[config.mk]
export PLATFORM = sky130hd
export DESIGN_NAME = reg_file
export DESIGN_NICKNAME = d
export VERILOG_FILES = /design/src/rtl/reg_file.sv
export SDC_FILE = /design/constraint.sdc
export NUM_CORES = 2
export LEC_CHECK = 0
export CAP_MARGIN = 20
export CORE_MARGIN = 1.5
export CORE_UTILIZATION = 35
export CTS_BUF_LIST = sky130_fd_sc_hd__clkbuf_4 sky130_fd_sc_hd__clkbuf_8 sky130_fd_sc_hd__clkbuf_16
export DETAILED_ROUTE_END_ITERATION = 8
export SLEW_MARGIN = 30
export SYNTH_ARGS = -nofsm -noshare
export SYNTH_HDL_FRONTEND = slang
export SYNTH_SLANG_ARGS = --single-unit
[constraint.sdc]
create_clock -name clk -period 4 [get_ports clk]
set_input_delay 0.8 -clock clk [delete_from_list [all_inputs] [get_ports clk]]
set_output_delay 0.8 -clock clk [all_outputs]
set_load 0.01 [all_outputs]
[src/rtl/reg_file.sv]
// 2**AW x WIDTH register file: one write port, two combinational read ports, r0 hardwired to zero.
// Optional macro REG_FILE_BYPASS_EN forwards same-cycle write data to a matching read port.
module reg_file #(
  parameter int WIDTH = 32,
  parameter int AW    = 5
) (
  input  logic             clk,
  input  logic             rst,
  input  logic             we,
  input  logic [AW-1:0]    waddr,
  input  logic [WIDTH-1:0] wdata,
  input  logic [AW-1:0]    raddr1,
  input  logic [AW-1:0]    raddr2,
  output logic [WIDTH-1:0] rdata1,
  output logic [WIDTH-1:0] rdata2
);

  localparam int N = 2 ** AW;

  logic [WIDTH-1:0] regs_q [N];
  logic [WIDTH-1:0] regs_d [N];
  logic             wr_en;

  assign wr_en = we && (waddr != '0) && !rst;

  // Reset outranks any write presented on the same edge.
  always_comb begin
    regs_d = regs_q;
    if (rst) begin
      for (int i = 0; i < N; i++) regs_d[i] = '0;
    end else if (wr_en) begin
      regs_d[waddr] = wdata;
    end
    regs_d[0] = '0;
  end

  always_ff @(posedge clk) begin
    regs_q <= regs_d;
  end

`ifdef REG_FILE_BYPASS_EN
  always_comb begin
    rdata1 = (wr_en && raddr1 == waddr) ? wdata : regs_q[raddr1];
    rdata2 = (wr_en && raddr2 == waddr) ? wdata : regs_q[raddr2];
  end
`else
  always_comb begin
    rdata1 = regs_q[raddr1];
    rdata2 = regs_q[raddr2];
  end
`endif

endmodule

==> results.md <==
Final layout:
- The area taken by flip-flops and latches is 0.0199 sq mm.
- The number of flip-flops under the largest register name is 992.
- The number of cells in the finished layout apart from fillers is 8587.
- From synthesis to final layout, the design area changed by 18.6%.
- The top register by number of flip-flops is regs_q.
- The filler cells instantiated in the layout total 14500.
- The area occupied by multi-input gates is 0.0294 sq mm.
- The number of nets in the layout is 6627.
- The share of cells above drive strength 1 is 0.137.
- In the final layout, the registers with the most flip-flops are regs_q (992).

Setup path:
- The endpoint kind of the worst setup timing path is an output port.
- The critical path start-end classification is input pin to output port.
- The launching element type of the critical path is an input pin.
- The startpoint of the worst setup timing path is raddr1[3].
- STA puts the critical path data required time at 3.20 ns.
- The number of cells on the worst reg-to-reg path is 2.
- In this run the worst setup path terminates at rdata1[17].
- The worst register-to-register path begins at regs_q[532]$_SDFFE_PP0P_.
- The arrival time reported for the critical path endpoint is 3.31 ns.
- The register-to-register setup slack is 3.27 ns.
- In this run the critical register-to-register path is captured at regs_q[532]$_SDFFE_PP0P_.
- Along the worst path, the maximum fanout reaches 31.

Floorplanning:
- The horizontal die dimension is 386 um.
- The initialized floorplan defines 140 standard-cell rows.
- The initial utilization of the core area, before any placement, comes to 0.353.
- Measured along the y axis, the die boundary spans 386 um.
- The die covers 0.149 sq mm.
- 114 I/O pins were placed.
- The area of the placeable core is 0.146 sq mm.

Global route:
- The routing usage on met2 is 0.416.
- For this run the aggregate overflow at the end of global routing stands at 0.
- The layer flagged by global routing as most heavily used is met2.
- In the global route stage, met3 resource usage came out at 0.0608.
- In the global route stage, overall resource usage came out at 0.269.
- The via count of the first global-routing pass is 47100.
- The pin count of the biggest net entering global routing is 204.
- The first-pass GRT wire length is 308000 um.
- The number of antenna violations at the first check in global routing was 20.
- For met1 alone, demand over resource in global routing was 0.354.

Synth:
- The share of synthesized area in the top cell type comes to 0.386.
- sky130_fd_sc_hd__dfxtp_1 takes more of the synthesized area than any other cell.
- The average instance in the mapped netlist occupies 7.82 sq um.
- The share of flip-flops with an asynchronous set or reset is 0.
- The primary flip-flop cell chosen by synthesis mapping is sky130_fd_sc_hd__dfxtp_1.
- For this run, the register share of the synthesized area comes to 0.386.
- Synthesis produced 6581 cells.
- Yosys attributes the largest share of cell area to sky130_fd_sc_hd__dfxtp_1 39%, sky130_fd_sc_hd__nand2_1 16%, sky130_fd_sc_hd__mux2i_1 15%, sky130_fd_sc_hd__a21oi_1 11%, sky130_fd_sc_hd__a22oi_1 3.7%.
- Yosys printed 0 warnings.
- The commonest cells after synthesis are 2147 x sky130_fd_sc_hd__nand2_1, 1120 x sky130_fd_sc_hd__a21oi_1, 992 x sky130_fd_sc_hd__dfxtp_1, 768 x sky130_fd_sc_hd__mux2i_1, 388 x sky130_fd_sc_hd__clkbuf_1.
- Yosys mapped the design onto 35 distinct sky130hd cell types.
- The dominant cell by count in the synthesized netlist is sky130_fd_sc_hd__nand2_1.
- The netlist area before placement is 0.0515 sq mm.
- The number of enable flip-flop cells after synthesis is 0.
- Synthesis inferred 992 register bits.
- The net count after synthesis is 6631.

Detailed routing:
- The total vias in the final route is 50300.
- The number of detailed-routing iterations run before antenna repair is 7.
- The aggregate routed wire length is 211000 um.
- After detailed routing, the number of vias per cell comes to 5.85.
- In this run the remaining antenna-violating nets after routing total 0.
- In this run, the number of DRC markers left after iteration 0 of detailed routing was 6578.
- The post-route DRC violation count is 0.
- After detailed routing, the average wire length per cell comes to 24.6 um.

Power:
- The worst-case vdd ir drop is 356 uV.
- The power per cell area is 382 mW/mm^2.
- In this run the static leakage power is 22.0 nW.

CTS:
- The clock passes through at most 3 buffers.
- The number of buffers inserted during clock tree synthesis is 108.
- TritonCTS built the clock tree.
- The number of setup buffers added after CTS is 0.
- The cell sitting at the root of the clock tree is a sky130_fd_sc_hd__clkbuf_16.
- For the worst-skew pair, the clock arrives at the later sink with an insertion delay of 0.73 ns.
- The number of levels in the clock H-tree is 3.
- Hold repair after CTS inserted 0 buffers.
- For this design, the sink count on the clock tree is 992.
- Clock-pin slew was measured on the worst setup and hold paths at 0.06 ns.

Timing:
- The worst setup slack after layout is -0.109 ns.
- Between clock sinks in the finished design, the worst skew comes to 0 ns.
- Setup violations remaining at the end of the flow were counted as 7.
- After layout, the minimum clock period comes to 4.11 ns.
- Setup repair after global routing could not meet its margin everywhere.
- Across all hold checks on the routed design, the worst slack comes to 0.467 ns.
- The total count of max-transition violations in the final report is 0.
- The worst slew margin relative to its limit is 0.291.
- The worst-margin pin slew is 1.06 ns.
- Of the available clock period, the critical path in the final layout requires 1.03.
- The highest achievable clock rate is 243 MHz.
- The number of hold violations in the final report came to 0.

Placement:
- The congestion estimate from routability-driven global placement came to 0.915.
- The quantity of I/O buffers inserted on ports is 113.
- After detailed placement, the design holds a cell count of 8381.
- The half-perimeter wire length after detailed placement is 132000 um.

Run status:
- The run finished, with violations left.
- The final reports fail on negative setup slack.

Run:
- Across the run, the number of max-cap violations was 0.

Min path:
- The min-delay analysis places its worst path in the category register to register.
==> cells in the final DEF, fill, tap and decap left out, drive strengths merged <==
master,count
inv,4
mux2i,768
dlymetal6s2s,12
diode,3
or3b,2
a31oi,64
mux2,64
clkbuf,161
nor3,65
and3,2
mux4,64
a21oi,1120
nor3b,3
and2,7
a22oi,256
clkinv,23
buf,431
nand3,193
dfxtp,992
and3b,2
nor2,34
or2,4
a221oi,64
clkdlybuf4s50,77
dlygate4sd2,13
clkinvlp,5
bufinv,10
nand2b,3
nand2,2149
nand3b,3
nor2b,72
==> how the worst min path moves through the flow <==
stage	startpoint	end	slack (ns)	cells past startpoint
floorplan	regs_q[896]$_SDFFE_PP0P_	regs_q[896]$_SDFFE_PP0P_	0.44	2
global route	regs_q[802]$_SDFFE_PP0P_	regs_q[802]$_SDFFE_PP0P_	0.48	2
CTS	regs_q[897]$_SDFFE_PP0P_	regs_q[897]$_SDFFE_PP0P_	0.47	2
detailed placement	regs_q[901]$_SDFFE_PP0P_	regs_q[901]$_SDFFE_PP0P_	0.46	2
global placement	regs_q[905]$_SDFFE_PP0P_	regs_q[905]$_SDFFE_PP0P_	0.45	2
finish	regs_q[110]$_SDFFE_PP0P_	regs_q[110]$_SDFFE_PP0P_	0.47	2
==> timing repair <==
action	CTS	global route
gates resized for setup	62	82
pin swaps	1	4
endpoints found under the setup margin	54	46
hold endpoints to repair	0	0
gates cloned	0	2
==> critical path, cell delays in order <==
cell and delay, ns:
sky130_fd_sc_hd__clkdlybuf4s50_1 0.45, sky130_fd_sc_hd__or2_2 0.36, sky130_fd_sc_hd__buf_12 0.19, sky130_fd_sc_hd__nor3_2 0.38, sky130_fd_sc_hd__a31oi_2 0.14, sky130_fd_sc_hd__nand3_1 0.30, sky130_fd_sc_hd__clkdlybuf4s50_1 0.61
==> cell type report <==
class                   count  share of cell area
diodes                      3            0.000123
inverters                   1           0.0000615
flip-flops and latches    992               0.325
repair buffers            535              0.0927
well taps                1917              0.0393
clock buffers             159              0.0534
clock inverters            41             0.00789
multi-input cells        4939               0.481
==> report_power, final <==
part           total, mW  internal [mW]  switching (mW)
clock               10.7           6.28            4.37
sequential          9.95           9.92          0.0314
combinational       2.69          0.966            1.72
total               23.3           17.2            6.13
==> metal layers <==
metal / wire length (um) / vias up
li1: - / 22600
met1: 85000 / 24200
met2: 92600 / 2817
met3: 23400 / 579
met4: 9660 / 28
met5: 173 / -
==> cells by family (layout without fill, tap and decap cells) <==
group / after synthesis / in the layout / share of synthesized area
AOI/OAI and AO/OA: 1504 / 1504 / 0.165
muxes: 896 / 896 / 0.191
other: 0 / 3 / 0
buffers and inverters: 650 / 736 / 0.0580
and+or+nand+nor: 2539 / 2539 / 0.200
DFF: 992 / 992 / 0.386
==> per-stage QoR <==
step	utilization	cell area [sq um]	setup WS, ns	TNS, ns	power [mW]
final	0.419	61100	-0.109	-0.325	23.3
after global routing	0.419	61000	-0.0865	-0.219	23.8
after CTS	0.415	60500	-0.117	-0.543	23.2
after detailed placement	0.388	56500	-0.417	-6.59	12.7
after global placement	0.388	56500	-0.410	-6.57	12.7
after floorplan	-	51500	0.989	0	11.5
(Power assumes the default switching activity.)
